File: config.mk
export PLATFORM = sky130hd
export DESIGN_NAME = tinyml_source_common_ram_stream_reader_flat
export DESIGN_NICKNAME = d
export VERILOG_FILES = /design/src/rtl/tinyml_source_common_ram_stream_reader_pkg.sv /design/src/rtl/tinyml_source_common_ram_stream_reader_if.sv /design/src/rtl/tinyml_source_common_ram_stream_reader_chk.sv /design/src/rtl/tinyml_source_common_sync_fifo.sv /design/src/rtl/tinyml_source_common_ram_stream_reader.sv /design/src/flat_wrapper.sv
export SDC_FILE = /design/constraint.sdc
export NUM_CORES = 1
export LEC_CHECK = 0
export ABC_AREA = 1
export CAP_MARGIN = 30
export CORE_MARGIN = 3
export CORE_UTILIZATION = 38
export CTS_CLUSTER_DIAMETER = 80
export DETAILED_ROUTE_END_ITERATION = 16
export PLACE_DENSITY_LB_ADDON = 0.08
export SYNTH_ARGS = -nofsm -noshare
export SYNTH_HDL_FRONTEND = slang
export SYNTH_SLANG_ARGS = --single-unit
File: constraint.sdc
create_clock -name clk -period 2.9 [get_ports clk]
set_clock_uncertainty 0.15 [all_clocks]
set_input_delay 0.58 -clock clk [delete_from_list [all_inputs] [get_ports clk]]
set_output_delay 0.58 -clock clk [all_outputs]
set_load 0.005 [all_outputs]
File: src/rtl/tinyml_source_common_ram_stream_reader_pkg.sv
// Shared types and elaboration-time parameter checks for the RAM stream reader.
package tinyml_source_common_ram_stream_reader_pkg;

  typedef enum logic [1:0] {
    ST_IDLE  = 2'd0,
    ST_READ  = 2'd1,
    ST_DRAIN = 2'd2
  } state_e;

  // The RAM read port only offers an unregistered or a registered output.
  function automatic bit latency_ok(input int lat);
    return (lat == 1) || (lat == 2);
  endfunction

  function automatic bit fifo_depth_ok(input int depth, input int lat);
    return (depth >= lat + 2) && ((depth & (depth - 1)) == 0);
  endfunction

endpackage

File: src/rtl/tinyml_source_common_ram_stream_reader_if.sv
// Valid/ready stream carrying RAM words with a last-beat marker.
interface tinyml_source_common_ram_stream_reader_if #(
  parameter int DATA_WIDTH = 8
);
  logic                  m_valid;
  logic [DATA_WIDTH-1:0] m_data;
  logic                  m_last;
  logic                  m_ready;

  modport master (output m_valid, output m_data, output m_last, input m_ready);
  modport slave  (input m_valid, input m_data, input m_last, output m_ready);
endinterface

File: src/rtl/tinyml_source_common_ram_stream_reader_chk.sv
// Invariants of the reader's credit scheme: the return FIFO can never overflow.
module tinyml_source_common_ram_stream_reader_chk #(
  parameter int FIFO_DEPTH = 4,
  parameter int CW         = 3
) (
  input logic          clk,
  input logic          rst,
  input logic          push,
  input logic          pop,
  input logic          full,
  input logic [CW-1:0] inflight,
  input logic [CW-1:0] fifo_count
);
  localparam logic [CW:0] DEPTH_C = FIFO_DEPTH[CW:0];

  logic [CW:0] outstanding_s;
  assign outstanding_s = {1'b0, inflight} + {1'b0, fifo_count};

  a_no_overflow: assert property (@(posedge clk) disable iff (rst) !(push && full && !pop));
  a_credit_bound: assert property (@(posedge clk) disable iff (rst) outstanding_s <= DEPTH_C);

endmodule

File: src/rtl/tinyml_source_common_sync_fifo.sv
// Synchronous FIFO with occupancy count; holds returned RAM words plus last flag.
module tinyml_source_common_sync_fifo
  import tinyml_source_common_ram_stream_reader_pkg::*;
#(
  parameter int WIDTH = 9,
  parameter int DEPTH = 4
) (
  input  logic                     clk,
  input  logic                     rst,
  input  logic                     push,
  input  logic [WIDTH-1:0]         push_data,
  input  logic                     pop,
  output logic [WIDTH-1:0]         pop_data,
  output logic [$clog2(DEPTH):0]   count,
  output logic                     full,
  output logic                     empty
);
  localparam int AW = $clog2(DEPTH);
  localparam logic [AW:0]   DEPTH_C  = DEPTH[AW:0];
  localparam logic [AW:0]   CNT_ZERO = {(AW+1){1'b0}};
  localparam logic [AW:0]   CNT_ONE  = {{AW{1'b0}}, 1'b1};
  localparam logic [AW-1:0] PTR_ZERO = {AW{1'b0}};
  localparam logic [AW-1:0] PTR_ONE  = {{(AW-1){1'b0}}, 1'b1};

  if (!fifo_depth_ok(DEPTH, 1)) begin : g_bad_depth
    $error("tinyml_source_common_sync_fifo: DEPTH must be a power of 2 and at least 3");
  end

  logic [WIDTH-1:0] mem_r [DEPTH];
  logic [AW-1:0]    wr_ptr_r;
  logic [AW-1:0]    rd_ptr_r;
  logic [AW:0]      count_r;
  logic             push_ok_s;
  logic             pop_ok_s;

  assign empty     = (count_r == CNT_ZERO);
  assign full      = (count_r == DEPTH_C);
  assign pop_ok_s  = pop && !empty;
  // A push into a full FIFO is only legal when the head leaves in the same cycle.
  assign push_ok_s = push && (!full || pop_ok_s);
  assign pop_data  = mem_r[rd_ptr_r];
  assign count     = count_r;

  always_ff @(posedge clk) begin
    if (push_ok_s) begin
      mem_r[wr_ptr_r] <= push_data;
    end
  end

  always_ff @(posedge clk) begin
    if (rst) begin
      wr_ptr_r <= PTR_ZERO;
      rd_ptr_r <= PTR_ZERO;
      count_r  <= CNT_ZERO;
    end else begin
      if (push_ok_s) begin
        wr_ptr_r <= wr_ptr_r + PTR_ONE;
      end
      if (pop_ok_s) begin
        rd_ptr_r <= rd_ptr_r + PTR_ONE;
      end
      case ({push_ok_s, pop_ok_s})
        2'b10:   count_r <= count_r + CNT_ONE;
        2'b01:   count_r <= count_r - CNT_ONE;
        default: count_r <= count_r;
      endcase
    end
  end

endmodule

File: src/rtl/tinyml_source_common_ram_stream_reader.sv
// Burst reader: drives the RAM read address, tracks the fixed read latency and
// repacks returned words into a valid/ready stream through a credit-counted FIFO.
module tinyml_source_common_ram_stream_reader
  import tinyml_source_common_ram_stream_reader_pkg::*;
#(
  parameter int DATA_WIDTH   = 8,
  parameter int ADDR_WIDTH   = 9,
  parameter int READ_LATENCY = 1,
  parameter int FIFO_DEPTH   = 4
) (
  input  logic                  clk,
  input  logic                  rst,
  input  logic                  start,
  input  logic [ADDR_WIDTH-1:0] base_addr,
  input  logic [ADDR_WIDTH:0]   length,
  output logic                  busy,
  output logic                  done,
  output logic [ADDR_WIDTH-1:0] ram_addr,
  input  logic [DATA_WIDTH-1:0] ram_dout,
  tinyml_source_common_ram_stream_reader_if.master m
);
  localparam int CW = $clog2(FIFO_DEPTH) + 1;
  localparam logic [CW:0]           DEPTH_C   = FIFO_DEPTH[CW:0];
  localparam logic [CW-1:0]         INF_ZERO  = {CW{1'b0}};
  localparam logic [CW-1:0]         INF_ONE   = {{(CW-1){1'b0}}, 1'b1};
  localparam logic [ADDR_WIDTH:0]   LEN_ZERO  = {(ADDR_WIDTH+1){1'b0}};
  localparam logic [ADDR_WIDTH:0]   LEN_ONE   = {{ADDR_WIDTH{1'b0}}, 1'b1};
  localparam logic [ADDR_WIDTH-1:0] ADDR_ZERO = {ADDR_WIDTH{1'b0}};
  localparam logic [ADDR_WIDTH-1:0] ADDR_ONE  = {{(ADDR_WIDTH-1){1'b0}}, 1'b1};

  if (!latency_ok(READ_LATENCY)) begin : g_bad_latency
    $error("tinyml_source_common_ram_stream_reader: READ_LATENCY must be 1 or 2");
  end
  if (!fifo_depth_ok(FIFO_DEPTH, READ_LATENCY)) begin : g_bad_depth
    $error("tinyml_source_common_ram_stream_reader: FIFO_DEPTH must be a power of 2 and >= READ_LATENCY+2");
  end

  state_e                  state_r;
  state_e                  state_next_s;
  logic [ADDR_WIDTH-1:0]   addr_r;
  logic [ADDR_WIDTH:0]     remaining_r;
  logic [CW-1:0]           inflight_r;
  logic [READ_LATENCY-1:0] ret_v_r;
  logic [READ_LATENCY-1:0] ret_l_r;
  logic                    busy_r;
  logic                    done_r;

  logic                    accept_s;
  logic                    issue_s;
  logic                    last_issue_s;
  logic                    done_next_s;
  logic                    credit_ok_s;
  logic                    push_s;
  logic                    pop_s;
  logic                    last_fire_s;
  logic [DATA_WIDTH:0]     fifo_rdata_s;
  logic [CW-1:0]           fifo_count_s;
  logic                    fifo_full_s;
  logic                    fifo_empty_s;

  // Words already requested count against the FIFO as if they had landed.
  assign credit_ok_s  = ({1'b0, inflight_r} + {1'b0, fifo_count_s}) < DEPTH_C;
  assign last_issue_s = issue_s && (remaining_r == LEN_ONE);
  assign push_s       = ret_v_r[READ_LATENCY-1];
  assign pop_s        = !fifo_empty_s && m.m_ready;
  assign last_fire_s  = pop_s && fifo_rdata_s[DATA_WIDTH];

  assign m.m_valid = !fifo_empty_s;
  assign m.m_data  = fifo_empty_s ? {DATA_WIDTH{1'b0}} : fifo_rdata_s[DATA_WIDTH-1:0];
  assign m.m_last  = !fifo_empty_s && fifo_rdata_s[DATA_WIDTH];
  assign busy      = busy_r;
  assign done      = done_r;
  assign ram_addr  = addr_r;

  always_ff @(posedge clk) begin
    if (rst) begin
      state_r <= ST_IDLE;
    end else begin
      state_r <= state_next_s;
    end
  end

  always_comb begin
    state_next_s = state_r;
    accept_s     = 1'b0;
    issue_s      = 1'b0;
    done_next_s  = 1'b0;
    case (state_r)
      ST_IDLE: begin
        if (start) begin
          if (length != LEN_ZERO) begin
            accept_s     = 1'b1;
            state_next_s = ST_READ;
          end else begin
            done_next_s  = 1'b1;
          end
        end else begin
          state_next_s = ST_IDLE;
        end
      end
      ST_READ: begin
        if (credit_ok_s) begin
          issue_s = 1'b1;
          if (remaining_r == LEN_ONE) begin
            state_next_s = ST_DRAIN;
          end else begin
            state_next_s = ST_READ;
          end
        end else begin
          state_next_s = ST_READ;
        end
      end
      ST_DRAIN: begin
        if (last_fire_s && (inflight_r == INF_ZERO)) begin
          state_next_s = ST_IDLE;
          done_next_s  = 1'b1;
        end else begin
          state_next_s = ST_DRAIN;
        end
      end
      default: begin
        state_next_s = ST_IDLE;
      end
    endcase
  end

  always_ff @(posedge clk) begin
    if (rst) begin
      busy_r      <= 1'b0;
      done_r      <= 1'b0;
      addr_r      <= ADDR_ZERO;
      remaining_r <= LEN_ZERO;
    end else begin
      busy_r <= (state_next_s != ST_IDLE);
      done_r <= done_next_s;
      if (accept_s) begin
        addr_r      <= base_addr;
        remaining_r <= length;
      end else if (issue_s) begin
        addr_r      <= addr_r + ADDR_ONE;
        remaining_r <= remaining_r - LEN_ONE;
      end
    end
  end

  // The RAM has no enable, so each issued read is tagged and followed through
  // the latency pipe; untagged RAM outputs are simply ignored.
  always_ff @(posedge clk) begin
    if (rst) begin
      ret_v_r    <= {READ_LATENCY{1'b0}};
      ret_l_r    <= {READ_LATENCY{1'b0}};
      inflight_r <= INF_ZERO;
    end else begin
      ret_v_r[0] <= issue_s;
      ret_l_r[0] <= last_issue_s;
      for (int i = 1; i < READ_LATENCY; i++) begin
        ret_v_r[i] <= ret_v_r[i-1];
        ret_l_r[i] <= ret_l_r[i-1];
      end
      case ({issue_s, push_s})
        2'b10:   inflight_r <= inflight_r + INF_ONE;
        2'b01:   inflight_r <= inflight_r - INF_ONE;
        default: inflight_r <= inflight_r;
      endcase
    end
  end

  tinyml_source_common_sync_fifo #(
    .WIDTH (DATA_WIDTH + 1),
    .DEPTH (FIFO_DEPTH)
  ) u_fifo (
    .clk       (clk),
    .rst       (rst),
    .push      (push_s),
    .push_data ({ret_l_r[READ_LATENCY-1], ram_dout}),
    .pop       (pop_s),
    .pop_data  (fifo_rdata_s),
    .count     (fifo_count_s),
    .full      (fifo_full_s),
    .empty     (fifo_empty_s)
  );

  tinyml_source_common_ram_stream_reader_chk #(
    .FIFO_DEPTH (FIFO_DEPTH),
    .CW         (CW)
  ) u_chk (
    .clk        (clk),
    .rst        (rst),
    .push       (push_s),
    .pop        (pop_s),
    .full       (fifo_full_s),
    .inflight   (inflight_r),
    .fifo_count (fifo_count_s)
  );

endmodule

File: src/flat_wrapper.sv
// flat-port wrapper written by rule: the top's interface ports become plain ports
module tinyml_source_common_ram_stream_reader_flat import tinyml_source_common_ram_stream_reader_pkg::*;
#(
  parameter int DATA_WIDTH   = 8,
  parameter int ADDR_WIDTH   = 9,
  parameter int READ_LATENCY = 1,
  parameter int FIFO_DEPTH   = 4
)
  (clk, rst, start, base_addr, length, busy, done, ram_addr, ram_dout, m_m_valid, m_m_data, m_m_last, m_m_ready);
  tinyml_source_common_ram_stream_reader_if #(.DATA_WIDTH(DATA_WIDTH)) m_i ();
  input  logic clk;
  input  logic rst;
  input  logic start;
  input  logic [ADDR_WIDTH-1:0] base_addr;
  input  logic [ADDR_WIDTH:0] length;
  output logic busy;
  output logic done;
  output logic [ADDR_WIDTH-1:0] ram_addr;
  input  logic [DATA_WIDTH-1:0] ram_dout;
  output wire logic [$bits(m_i.m_valid)-1:0] m_m_valid;
  output wire logic [$bits(m_i.m_data)-1:0] m_m_data;
  output wire logic [$bits(m_i.m_last)-1:0] m_m_last;
  input wire logic [$bits(m_i.m_ready)-1:0] m_m_ready;
  assign m_m_valid = m_i.m_valid;
  assign m_m_data = m_i.m_data;
  assign m_m_last = m_i.m_last;
  assign m_i.m_ready = m_m_ready;
  tinyml_source_common_ram_stream_reader #(.DATA_WIDTH(DATA_WIDTH), .ADDR_WIDTH(ADDR_WIDTH), .READ_LATENCY(READ_LATENCY), .FIFO_DEPTH(FIFO_DEPTH)) u_core (.clk(clk), .rst(rst), .start(start), .base_addr(base_addr), .length(length), .busy(busy), .done(done), .ram_addr(ram_addr), .ram_dout(ram_dout), .m(m_i));
endmodule
== After elaboration in Yosys (flattened, before gate mapping) ==
Memories as Yosys holds them, arrays and structs flattened. A register that Yosys moved wholly into a read port is not among the register bits.
Cells that the tools add are included.

* Flip-flop bits (word level): 35
* Bits in latches: 0
* RAM bits: 36
* ROM bits: 0
* Input port bits: 31
* Output and inout port bits: 21
* Word-level logic and storage cells: 74
* Memories: 1

* Add/sub/neg operators: 9
* $mul: 0
* Div/mod/pow operators: 0
* Order comparisons: 1
* Eq/ne operators: 8
* Shift-type cells: 0
* Mux-type cells: 26
* Bitwise logic cells: 0
* Reduce and logical (&&, ||, !) cells: 18

{| class="wikitable"
|+ Memory list
! name !! depth !! bits a word !! rd ports !! clocked after Yosys merged registers in !! write ports !! line !! source
|-
| u_core.u_fifo.mem_r || 4 || 9 || 1 || 1 || 1 || tinyml_source_common_sync_fifo.sv:29 || <nowiki>logic [WIDTH-1:0] mem_r [DEPTH];</nowiki>
|}

{| class="wikitable"
|+ Operators by type and width
! kind !! count
|-
| 10-bit two-way mux || 2
|-
| 9-bit two-way mux || 2
|-
| 2-bit two-way mux || 7
|-
| 3-bit case mux with 2 select lines || 2
|-
| 10-bit by 1-bit equality test with 1-bit output (second input constant) || 1
|-
| 1-bit two-way mux || 10
|-
| 10-bit nonzero test || 1
|-
| 10-bit by 1-bit subtractor with 10-bit output (second input constant) || 1
|-
| 9-bit by 1-bit adder with 9-bit output (second input constant) || 1
|-
| 8-bit two-way mux || 1
|-
| 2-bit nonzero test || 4
|-
| 1-bit logical AND || 7
|-
| 3-bit by 1-bit adder with 3-bit output (second input constant) || 2
|-
| 2-bit by 1-bit equality test with 1-bit output (second input constant) || 3
|-
| 2-bit equality test (second input constant) || 3
|-
| 3-bit zero test || 2
|-
| 2-bit case mux with 3 select lines || 1
|-
| 3-bit by 1-bit subtractor with 3-bit output (second input constant) || 2
|-
| 2-bit by 1-bit adder with 2-bit output (second input constant) || 2
|-
| 3-bit by 3-bit adder with 4-bit output || 1
|-
| 4-bit by 3-bit less-than comparator with 1-bit output (second input constant) || 1
|-
| 3-bit equality test (second input constant) || 1
|-
| 1-bit zero test || 2
|-
| 2-bit zero test || 1
|-
| 2 further kinds || 2
|}

== Depth between registers and ports, before layout ==
* Word-level depth: 8
* Gate-level depth with buffers: 12
* Gate-level depth less buffers: 11

== By module ==
A second synthesis with hierarchy kept.

* Cell total of the unflattened synthesis: 460
* Area total of the unflattened synthesis: 3757.4 um^2

{| class="wikitable"
|+ By module, submodules not included
! module !! instances !! cells each !! area each (um^2) !! sequential area each (um^2)
|-
| tinyml_source_common_ram_stream_reader || 1 || 310 || 1943.1 || 560.5
|-
| tinyml_source_common_sync_fifo || 1 || 150 || 1814.2 || 1261.2
|}

== Worst setup path before layout ==
OpenSTA, ideal clock, no wires.

* Kind: register -> register
* From: register u_core.u_fifo.count_r[2] (netlist: u_core.u_fifo.count[2])
* To: register u_core.inflight_r[2]
* Library setup time: 70 ps
* Arrival time: 2229 ps
* Data required time: 2680 ps
* Setup slack: 451 ps
* Stages on the path, launching flop included: 13
* Buffers on the path: 1
* Clock period less this slack: 2449 ps
* Cells stage by stage: dfxtp_1 -> ha_1 -> nor2_2 -> nand2_1 -> nor2_4 -> nand2_4 -> buf_6 -> ha_1 -> fa_1 -> a21oi_1 -> o21a_1 -> o21ai_0 -> a21oi_1

* Cells in the longest elaborated chain, start to end: 6
* Elaborated cells on any way between the ends: 8
* Those cells by class: 1 x add/sub; 1 x order compare; 2 x eq/ne; 3 x mux; 1 x reduce/logical

{| class="wikitable"
|+ RTL lines
! element !! line !! source
|-
| start: declaration || tinyml_source_common_sync_fifo.sv:32 || <nowiki>logic [AW:0] count_r;</nowiki>
|-
| start signal: assignment || tinyml_source_common_sync_fifo.sv:63 || <nowiki>2'b10: count_r <= count_r + CNT_ONE;</nowiki>
|-
| start signal: assignment || tinyml_source_common_sync_fifo.sv:64 || <nowiki>2'b01: count_r <= count_r - CNT_ONE;</nowiki>
|-
| start signal: assignment || tinyml_source_common_sync_fifo.sv:65 || <nowiki>default: count_r <= count_r;</nowiki>
|-
| 3-bit by 3-bit adder with 4-bit output (*) || -- ||
|-
| 4-bit by 3-bit less-than comparator with 1-bit output (*) || tinyml_source_common_ram_stream_reader.sv:62 || <nowiki>assign credit_ok_s = ({1'b0, inflight_r} + {1'b0, fifo_count_s}) < DEPTH_C;</nowiki>
|-
| 1-bit two-way mux (*) || tinyml_source_common_ram_stream_reader.sv:102 || <nowiki>if (credit_ok_s) begin</nowiki>
|-
| 1-bit two-way mux (*) || tinyml_source_common_ram_stream_reader.sv:88 || <nowiki>case (state_r)</nowiki>
|-
| 2-bit by 1-bit equality test with 1-bit output or 2-bit equality test (tied branches) || tinyml_source_common_ram_stream_reader.sv:160 || <nowiki>case ({issue_s, push_s})</nowiki>
|-
| 3-bit case mux with 2 select lines or 2-bit nonzero test (tied branches) || -- ||
|-
| end signal: assignment || tinyml_source_common_ram_stream_reader.sv:161 || <nowiki>2'b10: inflight_r <= inflight_r + INF_ONE;</nowiki>
|-
| end signal: assignment || tinyml_source_common_ram_stream_reader.sv:162 || <nowiki>2'b01: inflight_r <= inflight_r - INF_ONE;</nowiki>
|-
| end signal: assignment || tinyml_source_common_ram_stream_reader.sv:163 || <nowiki>default: inflight_r <= inflight_r;</nowiki>
|-
| end: declaration || tinyml_source_common_ram_stream_reader.sv:42 || <nowiki>logic [CW-1:0] inflight_r;</nowiki>
|}

Mark *: on every way between the ends. The rest lies on a longest branch, timed or not.
A chain may end at the register's enable or synchronous reset.

==> metrics.txt <==
Setup Viol. Count Final 0; Final Max Tran Viols 0; input/output buffers 51; most common library cells after synthesis nor2_1 (81), nand2_1 (73), inv_1 (54), nand3_1 (49); CTS tree done; prevailing post-synth register cell dfxtp_1; n_diodes 0; Post-DP HPWL between 5 and 6 mm; global-route wire length before repair approximately 14 mm; top achievable clock speed 365 MHz; Initial Util between 30 and 40%; Mapped Area 3690 µm²; Avg Vias per Cell between 4 and 5; RSZ-0062 raised after global routing no; worst-skew pair later-pin latency 0.34 ns; Max-Cap Viols 0; Rows 35; TNS Setup 0 ns; power per cell area 774 nW/µm²; Syn Inst Count 453; Via Count 3,048; worst path buffer plus inverter count 2; initial antenna violation count 0; ys async rst share 0%; Crit Path Max Fanout 12; Worst Path Required 2.17 ns; fin crit share 94.5%; crit start category flop; Residual DRC 0; Max rail drop VDD around 0.26 mV; Seq/Total Area, Yosys 49.4%; GRT Util Overall roughly 15%; critical path's top delay family buffers and inverters; Ys Warns 0; nets@finish 554; drt wl/cell 12.6 µm; Setup Fix Bufs, Post-CTS 0; class of the worst hold path flop to flop; TritonRoute pass-1 iters 4; CTS Buffer Depth 2; CP max-delay cell clkdlybuf4s50_1; outcome finished, final reports clean; GRT overflow 0; Yosys reg bits 73; Final Hold Violating Endpoints 0; EDFF count, synth 36; crit path time final 2.74 ns; final worst slack roughly 0.16 ns; Resized Gates After CTS 0; leakage power total between 1.5 and 2 nW; I/O pin count 52; number of global-route vias before repair 3,000; Final Wtd Congestion 0.764; clk sink count 73; count leader, synth nor2_1; Worst Tran Pin Value 0.633 ns; hold_buf cts 0; top post-synthesis cells by area edfxtp_1 (29%), dfxtp_1 (20%), nor2_1 (8.2%), nand2_1 (7.4%), nand3_1 (6.7%); CTS root buf clkbuf_8; Yosys top cell area share between 20 and 30%; core area 9330 µm²; Die Area 10,900 µm²; Netlist cell types 29; Die X approximately 100 µm; WS Path Type flop to output pin; Slew headroom slightly below 60%; clock-pin slew on the worst setup and hold paths 0.08 ns; largest net degree at the start of global routing 21; Worst EP arrival 2.01 ns; CP endpoint kind output pin; htree depth 3; post-synth top area cell edfxtp_1; Initial DRC Count between 100 and 150; Post-DRT Antenna Nets 0; synthesis-to-layout area growth 24.1%; Crit path largest cell delay 0.53 ns; number of buffers created by CTS 9; crit-path cells buf_4 > nor2_1 > nor2_1 > o21ai_0 > a21oi_1 > clkdlybuf4s50_1; chip height 104 µm; most used cell, CP nor2_1; Mapped Nets 496; fraction of layout instances using a drive strength above 1 9.30%; WL final 8.13 mm; post-place setup slack about 0.27 ns; Avg Cell Area, Syn 8.14 µm²
## metrics by stage
step | hold WS, ns | cell area, µm² | utilization (%) | cells | total power [W]
final | 0.322 | 4580 | 49.1 | 645 | 0.00354
after CTS | 0.330 | 4580 | 49.1 | 645 | 0.00360
after global routing | 0.356 | 4580 | 49.1 | 645 | 0.00380
after detailed placement | 0.316 | 4330 | 46.4 | 629 | 0.00259
after floorplan | 0.286 | 3690 | - | 453 | 0.00212
after global placement | 0.306 | 4330 | 46.4 | 629 | 0.00257
## cell type report
cell class              instances  area (µm²)
clock buffers                   9         124
clock inverters                 7         126
fillers                       924        4750
inverters                      61         229
multi-input cells             305        1530
flip-flops and latches         73        1820
well taps                     129         161
repair buffers                 61         586
## logic make-up (layout without fill, tap and decap cells)
family / count (synthesis) / in the layout / synth area share, %
and+or+nand+nor: 218 / 218 / 25.7
AOI/OAI and AO/OA: 75 / 75 / 11.2
buffers and inverters: 75 / 138 / 9.13
DFF: 73 / 73 / 49.4
adders and majority gates: 12 / 12 / 4.48
## per-layer routing
layer	track usage [%]	part of all wire [%]
met5	0	0
met4	4.84	1.2
met3	2.05	2.7
met2	27.5	49
met1	18.9	47
## worst reg2reg max path, delay by kind of cell, from the launching register on
kind	cells	cell delay [ns]
compound gates	4	0.54
fa+ha+maj	3	0.98
flops	1	0.39
simple gates	4	0.52
## final timing paths
| kind | cells past startpoint | from | to | slack, ns |
|---|---|---|---|---|
| min reg2reg | 2 | u_core.u_fifo.rd_ptr_r[1]$_SDFFE_PP0N_ | u_core.u_fifo.rd_ptr_r[1]$_SDFFE_PP0N_ | 0.32 |
| max | 6 | flop | m_m_data[7] | 0.16 |
| min | 2 | u_core.u_fifo.rd_ptr_r[1]$_SDFFE_PP0N_ | u_core.u_fifo.rd_ptr_r[1]$_SDFFE_PP0N_ | 0.32 |
| max reg2reg | 11 | u_core.inflight_r[2]$_SDFFE_PP0P_ | u_core.inflight_r[2]$_SDFFE_PP0P_ | 0.26 |
## layout by cell type, fill, tap and decap left out, types with 3 or more instances in the layout
cell             synthesis  final
dfxtp_1                 37     37
nand3_1                 49     49
bufinv_16                0      3
a21oi_1                 28     28
o21ai_0                 37     37
inv_1                   54     54
inv_2                    6      6
nor2_2                   3      3
nor2_1                  81     81
edfxtp_1                36     36
nand4_1                  3      3
buf_4                    4     10
nand2_2                  3      3
nand2_1                 73     73
a21oi_2                  4      4
ha_1                    10     10
clkbuf_8                 0      9
clkdlybuf4s50_1          0     51
o21bai_1                 3      3
## sequential cells by signal (all words and copies together), names as in the netlist, named ones only
signal,count
u_core.inflight_r,3
u_core.ret_l_r,1
u_core.done,1
u_core.u_fifo.rd_ptr_r,2
u_core.u_fifo.wr_ptr_r,2
u_core.u_fifo.mem_r,36
u_core.push_s,1
u_core.busy,1
u_core.u_fifo.count,3
u_core.ram_addr,9
u_core.remaining_r,10
u_core.state_r,2
## where the power goes
| group | switching (W) | internal (W) |
|---|---|---|
| combinational | 0.000704 | 0.000544 |
| sequential | 0.000108 | 0.00120 |
| clock | 0.000406 | 0.000582 |
| total | 0.00122 | 0.00233 |
(Power assumes the default switching activity.)
==> variant: new RTL, same settings <==
`ADDR_WIDTH` is set to 9 in 2 places; all go to 10.
--- a/src/rtl/tinyml_source_common_ram_stream_reader.sv
+++ b/src/rtl/tinyml_source_common_ram_stream_reader.sv
@@ -4,7 +4,7 @@
   import tinyml_source_common_ram_stream_reader_pkg::*;
 #(
   parameter int DATA_WIDTH   = 8,
-  parameter int ADDR_WIDTH   = 9,
+  parameter int ADDR_WIDTH   = 10,
   parameter int READ_LATENCY = 1,
   parameter int FIFO_DEPTH   = 4
 ) (
--- a/src/flat_wrapper.sv
+++ b/src/flat_wrapper.sv
@@ -2,7 +2,7 @@
 module tinyml_source_common_ram_stream_reader_flat import tinyml_source_common_ram_stream_reader_pkg::*;
 #(
   parameter int DATA_WIDTH   = 8,
-  parameter int ADDR_WIDTH   = 9,
+  parameter int ADDR_WIDTH   = 10,
   parameter int READ_LATENCY = 1,
   parameter int FIFO_DEPTH   = 4
 )
Ports: changed (resized base_addr, length and ram_addr); port bits go from 52 to 55. No check against the original RTL was run, so the function may have changed too.
==> variant against the unedited design <==
  * Routed wire length is 11% higher
  * Setup slack better by 58 ps
  * Critical path depth down 1
  * Area after synthesis increased by 1.4%
  * Non-clock buffer count grew 6
  * Cell area grew 1.9%
  * Sequential cell count rose by 2
  * Power decreased by 4.2%
==> variant: results (changes against the unedited design) <==
M1 GR Usage 20.9% (was 18.9%); vias in the first global route 3086 (was 3000); Slew headroom 71.5% (was 57.7%); largest cells by area after synthesis edfxtp_1, dfxtp_1, nand2_1 (was edfxtp_1, dfxtp_1, nor2_1); M1 WL 3990 um (was 3820 um); RD Place Congestion 0.856 (was 0.764); Reg2Reg Setup Slack 680 ps (was 260 ps); VDD IR-drop max 0.276 mV (was 0.260 mV); launching point of the worst reg2reg path u_core.u_fifo.count[1] (was u_core.inflight_r[2]); Synth Net Count 517 (was 496); placed cells 654 (was 629); dpl hpwl 6560 um (was 5920 um); met3 WL 316 um (was 220 um); Post-Synth XOR/XNOR Area 0.469% (was 0%); outcome completed (unchanged); synth cell count leaders nand2_1, nor2_1, inv_1 (was nor2_1, nand2_1, inv_1); met2 WL 4560 um (was 4000 um); IO buf count 54 (was 51); period utilization 92.5% (was 94.5%); dpl ws 420 ps (was 274 ps); grt met2 use 28.4% (was 27.5%); Synth Instances 472 (was 453); post-synthesis compound-gate area fraction 10.1% (was 11.2%); Via density 4.81 (was 4.73); Overall Global Routing Usage 16.6% (was 15.3%); Pleak 1.94 nW (was 1.92 nW); cell area after placement 4450 um^2 (was 4330 um^2)
==> variant: area by class of cell <==
type	count	area, um^2
clock buffers	9	124
clock inverters	7	76.3
fillers	935	4750
inverters	63	244
multi-input cells	320	1560
flip-flops and latches	75	1860
well taps	129	161
repair buffers	67	638
==> variant: final timing paths <==
path / to / cells past startpoint
max: m_m_data[3] / 5
min: register / 2
max reg2reg: u_core.inflight_r[2] / 12
min reg2reg: register / 2
==> variant: power by group through the flow <==
stage | clock [mW] | combinational [mW] | sequential, mW
6_report | 0.807 | 1.24 | 1.35
5_1_grt | 0.875 | 1.42 | 1.36
4_1_cts | 0.830 | 1.25 | 1.34
3_5_place_dp | 0 | 1.24 | 1.37
3_3_place_gp | 0 | 1.21 | 1.37
2_1_floorplan | 0 | 0.741 | 1.34
==> variant: critical path, cell delays in order (launching register included) <==
cell,delay [ps]
dfxtp_1,400
nor2_1,80
nand2_1,150
clkinvlp_4,250
a21oi_1,200
clkdlybuf4s50_1,520
